## src/rtl/gray_seq_monitor_pkg.sv

```systemverilog
// gray_seq_monitor_pkg: shared FSM state encoding and default parameter values
// for the Gray-code sequence monitor and its bus interface.
package gray_seq_monitor_pkg;

    localparam int unsigned N_DEFAULT        = 3;
    localparam int unsigned ERR_W_DEFAULT    = 8;
    localparam int unsigned LOCK_CNT_DEFAULT = 4;

    // Run counter is wide enough for the largest legal LOCK_CNT (255)
    localparam int unsigned RUN_W = 8;

    typedef enum logic {
        ST_IDLE  = 1'b0,
        ST_TRACK = 1'b1
    } state_t;

endpackage

```

## src/rtl/gray_seq_monitor_if.sv

```systemverilog
// gray_seq_monitor_if: sample bus from the Gray converter plus the monitor's
// check results.
//   master: drives g_valid/g/dir, observes the results (converter side / bench)
//   slave : receives samples, drives b_out/b_valid/step_ok/step_err/err_cnt/
//           locked/wrap_pulse (the monitor)
interface gray_seq_monitor_if
    import gray_seq_monitor_pkg::*;
#(
    parameter int unsigned N     = N_DEFAULT,
    parameter int unsigned ERR_W = ERR_W_DEFAULT
);
    logic             g_valid;
    logic [N-1:0]     g;
    logic             dir;
    logic [N-1:0]     b_out;
    logic             b_valid;
    logic             step_ok;
    logic             step_err;
    logic [ERR_W-1:0] err_cnt;
    logic             locked;
    logic             wrap_pulse;

    modport master (
        output g_valid, g, dir,
        input  b_out, b_valid, step_ok, step_err, err_cnt, locked, wrap_pulse
    );

    modport slave (
        input  g_valid, g, dir,
        output b_out, b_valid, step_ok, step_err, err_cnt, locked, wrap_pulse
    );
endinterface

```

## src/rtl/gray_seq_monitor_gray2bin_n.sv

```systemverilog
// gray2bin_n: combinational N-bit Gray -> binary decode.
//   g : Gray code in
//   b : binary out, b[i] = XOR of g[N-1:i]
module gray2bin_n #(
    parameter int unsigned N = 3
) (
    input  logic [N-1:0] g,
    output logic [N-1:0] b
);
    // Shifting right by i leaves exactly g[N-1:i]; its XOR reduction is b[i]
    for (genvar i = 0; i < N; i++) begin : g_bit
        assign b[i] = ^(g >> i);
    end
endmodule

```

## src/rtl/gray_seq_monitor.sv

```systemverilog
// gray_seq_monitor: decodes each sampled Gray word and checks that successive
// codes step by +1 (dir=1) or -1 (dir=0) modulo 2^N.
//   clk, rst_n : clock, synchronous active-low reset
//   clear      : synchronous soft clear, same effect as reset
//   bus        : slave side of gray_seq_monitor_if (sample in, results out)
// All results are registered and reflect the sample taken one edge earlier.
module gray_seq_monitor
    import gray_seq_monitor_pkg::*;
#(
    parameter int unsigned N        = N_DEFAULT,
    parameter int unsigned ERR_W    = ERR_W_DEFAULT,
    parameter int unsigned LOCK_CNT = LOCK_CNT_DEFAULT
) (
    input  logic                clk,
    input  logic                rst_n,
    input  logic                clear,
    gray_seq_monitor_if.slave   bus
);

    state_t           state;
    logic [N-1:0]     b;
    logic [N-1:0]     prev_g;
    logic [N-1:0]     prev_b;
    logic [RUN_W-1:0] ok_run;

    logic [N-1:0]     exp_b_c;
    logic [RUN_W-1:0] run_inc_c;
    logic             wrap_c;

    gray2bin_n #(.N(N)) u_dec (
        .g (bus.g),
        .b (b)
    );

    // Expected next value and wrap condition from the previous accepted sample
    always_comb begin
        exp_b_c   = bus.dir ? prev_b + N'(1) : prev_b - N'(1);
        wrap_c    = bus.dir ? (prev_b == '1) : (prev_b == '0);
        run_inc_c = (ok_run < RUN_W'(LOCK_CNT)) ? ok_run + RUN_W'(1) : ok_run;
    end

    // FSM, counters and output registers
    always_ff @(posedge clk) begin
        if (!rst_n || clear) begin
            state          <= ST_IDLE;
            prev_g         <= '0;
            prev_b         <= '0;
            ok_run         <= '0;
            bus.b_out      <= '0;
            bus.b_valid    <= 1'b0;
            bus.step_ok    <= 1'b0;
            bus.step_err   <= 1'b0;
            bus.err_cnt    <= '0;
            bus.locked     <= 1'b0;
            bus.wrap_pulse <= 1'b0;
        end else begin
            bus.b_valid    <= 1'b0;
            bus.step_ok    <= 1'b0;
            bus.step_err   <= 1'b0;
            bus.wrap_pulse <= 1'b0;
            if (bus.g_valid) begin
                case (state)
                    ST_IDLE: begin
                        // First sample only seeds the history
                        prev_g      <= bus.g;
                        prev_b      <= b;
                        bus.b_out   <= b;
                        bus.b_valid <= 1'b1;
                        state       <= ST_TRACK;
                    end
                    ST_TRACK: begin
                        // An unchanged code is a stall, not a step
                        if (bus.g != prev_g) begin
                            prev_g      <= bus.g;
                            prev_b      <= b;
                            bus.b_out   <= b;
                            bus.b_valid <= 1'b1;
                            if (b == exp_b_c) begin
                                bus.step_ok    <= 1'b1;
                                bus.wrap_pulse <= wrap_c;
                                ok_run         <= run_inc_c;
                                if (run_inc_c == RUN_W'(LOCK_CNT)) begin
                                    bus.locked <= 1'b1;
                                end
                            end else begin
                                bus.step_err <= 1'b1;
                                ok_run       <= '0;
                                bus.locked   <= 1'b0;
                                if (bus.err_cnt != '1) begin
                                    bus.err_cnt <= bus.err_cnt + ERR_W'(1);
                                end
                            end
                        end
                    end
                    default: state <= ST_IDLE;
                endcase
            end
        end
    end

endmodule

```

## src/flat_wrapper.sv

```systemverilog
// flat-port wrapper written by rule: the top's interface ports become plain ports
module gray_seq_monitor_flat import gray_seq_monitor_pkg::*;
#(
    parameter int unsigned N        = N_DEFAULT,
    parameter int unsigned ERR_W    = ERR_W_DEFAULT,
    parameter int unsigned LOCK_CNT = LOCK_CNT_DEFAULT
)
  (clk, rst_n, clear, bus_g_valid, bus_g, bus_dir, bus_b_out, bus_b_valid, bus_step_ok, bus_step_err, bus_err_cnt, bus_locked, bus_wrap_pulse);
  gray_seq_monitor_if #(.N(N), .ERR_W(ERR_W)) bus_i ();
  input  logic clk;
  input  logic rst_n;
  input  logic clear;
  input wire logic [$bits(bus_i.g_valid)-1:0] bus_g_valid;
  input wire logic [$bits(bus_i.g)-1:0] bus_g;
  input wire logic [$bits(bus_i.dir)-1:0] bus_dir;
  output wire logic [$bits(bus_i.b_out)-1:0] bus_b_out;
  output wire logic [$bits(bus_i.b_valid)-1:0] bus_b_valid;
  output wire logic [$bits(bus_i.step_ok)-1:0] bus_step_ok;
  output wire logic [$bits(bus_i.step_err)-1:0] bus_step_err;
  output wire logic [$bits(bus_i.err_cnt)-1:0] bus_err_cnt;
  output wire logic [$bits(bus_i.locked)-1:0] bus_locked;
  output wire logic [$bits(bus_i.wrap_pulse)-1:0] bus_wrap_pulse;
  assign bus_i.g_valid = bus_g_valid;
  assign bus_i.g = bus_g;
  assign bus_i.dir = bus_dir;
  assign bus_b_out = bus_i.b_out;
  assign bus_b_valid = bus_i.b_valid;
  assign bus_step_ok = bus_i.step_ok;
  assign bus_step_err = bus_i.step_err;
  assign bus_err_cnt = bus_i.err_cnt;
  assign bus_locked = bus_i.locked;
  assign bus_wrap_pulse = bus_i.wrap_pulse;
  gray_seq_monitor #(.N(N), .ERR_W(ERR_W), .LOCK_CNT(LOCK_CNT)) u_core (.clk(clk), .rst_n(rst_n), .clear(clear), .bus(bus_i));
endmodule
```

## config.mk

```make
export PLATFORM = sky130hd
export DESIGN_NAME = gray_seq_monitor_flat
export DESIGN_NICKNAME = d
export VERILOG_FILES = /design/src/rtl/gray_seq_monitor_pkg.sv /design/src/rtl/gray_seq_monitor_if.sv /design/src/rtl/gray_seq_monitor_gray2bin_n.sv /design/src/rtl/gray_seq_monitor.sv /design/src/flat_wrapper.sv
export SDC_FILE = /design/constraint.sdc
export NUM_CORES = 1
export LEC_CHECK = 0
export CAP_MARGIN = 0
export CORE_ASPECT_RATIO = 1.4
export CORE_MARGIN = 4
export CORE_UTILIZATION = 59
export CTS_CLUSTER_SIZE = 16
export DETAILED_ROUTE_END_ITERATION = 6
export DONT_BUFFER_PORTS = 1
export PLACE_DENSITY_LB_ADDON = 0.05
export SETUP_SLACK_MARGIN = 0.5
export SYNTH_ARGS = -nofsm -noshare
export SYNTH_HDL_FRONTEND = slang
export SYNTH_HIERARCHICAL = 1
export SYNTH_SLANG_ARGS = --single-unit
```

## constraint.sdc

```tcl
create_clock -name clk -period 6.4 [get_ports clk]
set_input_delay 1.92 -clock clk [delete_from_list [all_inputs] [get_ports clk]]
set_output_delay 1.92 -clock clk [all_outputs]
set_load 0.05 [all_outputs]
```

==> impl_metrics.py <==
metrics = {
    "flow_run": {
        "max_cap_violations": 0,
    },
    "cts": {
        "post-cts-setup-buffers": 0,
        "clkSlewWorstSetupHoldPaths_ns": 0.14,
        "clockBufferDepth": 2,
        "h-tree-depth": 1,
        "cts_resized": 0,
        "cts_hold_buf": 0,
        "cts_tree": "built",
        "cts-root-buf": "clkbuf_4",
        "clk_latency_ns": 0.32,
        "cts_buffers": 3,
        "clock_sinks": 28,
    },
    "timing": {
        "drv_slew": 0,
        "fmax_mhz": 285,
        "worst_pin_slew_ns": 0.775,
        "hold_violations": 0,
        "setup_viol": 0,
        "slew_headroom_pct": 48.3,
        "period_needed_ns": 3.51,
        "fin_setup_tns_ns": 0,
        "min_period_over_period_pct": 54.9,
        "fin_ws_ns": 2.89,
        "clock-skew-final_ns": 0.00626,
        "rsz0062_at_grt": "no",
    },
    "critical_path": {
        "critical_path_buf_inv_count": 1,
        "reg2reg_slack_ns": 3.78,
        "cp_slowest_cell": "or4_1",
        "path_class": "input pin to flip-flop",
        "cp-start-kind": "input pin",
        "crit_arrival_ns": 3.74,
        "r2r_cells": 6,
        "endpoint_kind": "flip-flop",
        "path_cells": "inv_1 > fa_1 > xnor2_1 > xnor2_2 > o21ai_2 > or4_1 > o211a_1",
        "critPathMaxFanout": 21,
        "r2r_end": "u_core/bus.err_cnt[6]$_SDFFE_PP0P_",
        "worst_ep_required_time_ns": 6.63,
        "crit_family": "simple AND/OR/NAND/NOR gates",
        "r2r-start": "u_core/prev_b[0]$_SDFFE_PP0P_",
        "cp_slowest_stage_delay_ns": 0.55,
    },
    "route": {
        "detail-route-antenna-nets": 0,
        "drc": 0,
        "viasPerCell": 6.31,
        "drtIter0Drc": 22,
        "first_pass_iters": 4,
        "wl_per_cell_microns": 15.2,
        "wirelength_microns": 2320,
        "vias": 959,
    },
    "logic_synthesis": {
        "syn_inst": 133,
        "syn-mean-instance-area_sq_um": 9.67,
        "syn_nets": 144,
        "synth-seq-cells": 28,
        "yosysWarnings": 6,
        "synth-edff-count": 0,
        "synth_cell_types": 43,
        "synth_async_sr_flop_share_pct": 0,
        "netlist_area_sq_um": 1290,
        "synthFlopType": "dfxtp_1",
        "synth.yosys.seq_area_share_pct": 43.6,
    },
    "layout": {
        "final_cell_area_sq_um": 1310,
        "fin_nets": 143,
        "area_growth_pct": 2.14,
        "n_antenna_cell": 0,
        "drive_gt1_share_pct": 6.87,
    },
    "power": {
        "p_per_area_nw_per_um2": 223,
        "seq_power_share_pct": 62.5,
        "p_leak_nw": 0.519,
        "power_frac_clock_pct": 28.2,
        "p_sw_share_pct": 23.8,
        "p_comb_share_pct": 9.3,
        "p_int_w": 0.000223,
        "power.switching_w": 0.0000699,
        "peakVddDrop_uv": 190,
    },
    "placed_design": {
        "place.detailed.hpwl_microns": 1720,
        "gp_congestion": 0.683,
        "port_buffers": 0,
        "postPlaceCellArea_sq_um": 1280,
        "dpl_worst_slack_ns": 2.53,
    },
    "floorplanning": {
        "num_rows": 19,
        "die_y_microns": 63.2,
        "core_region_area_sq_um": 2020,
        "die_w_microns": 47.5,
        "initial_core_util_pct": 63.7,
        "die_area_sq_um": 3000,
        "ioPinCount": 24,
    },
    "status": {
        "status": "completed",
    },
    "global_route": {
        "grt_pass1_wl_microns": 4060,
        "grtUsageTotal_pct": 18.1,
        "antenna_found_initial": 0,
        "grt_max_degree": 22,
        "grt_pass1_vias": 1001,
        "grt-ovfl-total": 0,
    },
    "hold_path": {
        "hold_end": "u_core/ok_run[1]$_SDFFE_PP0P_",
        "min-delay-start": "u_core/ok_run[1]$_SDFFE_PP0P_",
        "hold_path.class": "flip-flop to flip-flop",
        "whs_path_depth": 2,
    },
}
[registers in the layout, indices dropped and copies added (netlist names)]
name,flops
u_core/bus.err_cnt,8
u_core/ok_run,8
u_core/prev_b,3
u_core/prev_g,3
u_core/bus.b_valid,1
u_core/bus.locked,1
u_core/bus.step_err,1
u_core/bus.step_ok,1
u_core/bus.wrap_pulse,1
u_core/state,1
[cell families (layout without fill, tap and decap cells)]
family	count (synthesis)	in the layout	synth area share [%]
adder cells (fa/ha/maj)	3	3	3.50
buffers and inverters	8	6	3.31
multiplexers	6	6	4.67
flip-flops	28	28	43.6
AO/OA/AOI/OAI	28	28	15.6
AND/OR/NAND/NOR	50	50	20.8
XOR/XNOR	10	10	8.56
[per-layer routing]
layer,vias to the layer above,part of all wire (%),global-route usage (%)
li1,477,-,-
met1,454,42,19.1
met2,24,49,30.4
met3,4,7.1,5.70
met4,0,1.8,8.65
met5,-,0,0
[power by group through the flow]
stage               clock network, W  registers (W)  logic (W)
finish                     0.0000828       0.000183  0.0000272
CTS                        0.0000864       0.000183  0.0000274
detailed placement                 0       0.000187  0.0000273
global placement                   0       0.000187  0.0000267
floorplan                          0       0.000186  0.0000254
global route               0.0000958       0.000184  0.0000305
[tightest hold or removal path: cells and delay by family (launching register included)]
family	cells	cell delay, ns
flip-flops	1	0.35
AND/OR/NAND/NOR	1	0.05
AO/OA/AOI/OAI	1	0.05
[cell usage after synthesis (2+ instances only)]
cell type / n / area, sq um
dfxtp_1: 28 / 561
nor2_1: 12 / 45.0
a21oi_1: 7 / 35.0
and3_1: 6 / 37.5
mux2i_1: 6 / 60.1
nand2_1: 6 / 22.5
xor2_1: 5 / 43.8
nor3_1: 4 / 20.0
or4_1: 4 / 30.0
clkbuf_1: 3 / 11.3
nand3_1: 3 / 15.0
nand4_1: 3 / 18.8
o21a_1: 3 / 22.5
o31ai_1: 3 / 22.5
or3_1: 3 / 18.8
xnor2_1: 3 / 26.3
ha_1: 2 / 25.0
inv_1: 2 / 7.51
nor2b_1: 2 / 12.5
nor4_1: 2 / 12.5
o211ai_1: 2 / 15.0
o21ai_0: 2 / 10.0
o31a_1: 2 / 17.5
[final cells by class]
cell class              instances  area [sq um]
clock buffers                   4          36.3
fillers                       178           707
inverters                       2          7.51
multi-input cells              97           683
flip-flops and latches         28           561
well taps                      21          26.3
[layout by cell type, fill, tap and decap left out, types with 2 or more instances in the layout]
master	netlist	layout
a21oi_1	7	7
dfxtp_1	28	28
or4_1	4	4
and3_1	6	6
mux2i_1	6	6
nor2b_1	2	2
or3_1	3	3
nor3_1	4	4
o31ai_1	3	3
nor4_1	2	2
clkbuf_4	0	3
o31a_1	2	2
xor2_1	5	5
nor2_1	12	12
ha_1	2	2
inv_1	2	2
nand3_1	3	3
o21a_1	3	3
nand4_1	3	3
o21ai_0	2	2
o211ai_1	2	2
xnor2_1	3	3
nand2_1	6	6
[worst max-delay path by stage]
| stage | startpoint | end | cells after the start |
|---|---|---|---|
| floorplan | bus_dir | u_core/bus.err_cnt[7]$_SDFFE_PP0P_ | 8 |
| global placement | bus_dir | u_core/bus.err_cnt[6]$_SDFFE_PP0P_ | 7 |
| detailed placement | bus_dir | u_core/bus.err_cnt[6]$_SDFFE_PP0P_ | 7 |
| CTS | bus_dir | u_core/bus.err_cnt[7]$_SDFFE_PP0P_ | 7 |
| global route | bus_dir | u_core/bus.err_cnt[0]$_SDFFE_PP0P_ | 7 |
| finish | bus_dir | u_core/bus.err_cnt[6]$_SDFFE_PP0P_ | 7 |
[per-stage QoR]
step / utilization [%] / total power, W / cells / hold slack (ns)
floorplan: - / 0.000212 / 133 / 0.443
global placement: 63.2 / 0.000214 / 148 / 0.455
detailed placement: 63.2 / 0.000214 / 148 / 0.464
CTS: 65.0 / 0.000297 / 152 / 0.484
global route: 65.0 / 0.000310 / 152 / 0.504
finish: 65.0 / 0.000293 / 152 / 0.479
Power figures use the tool's default switching activity.
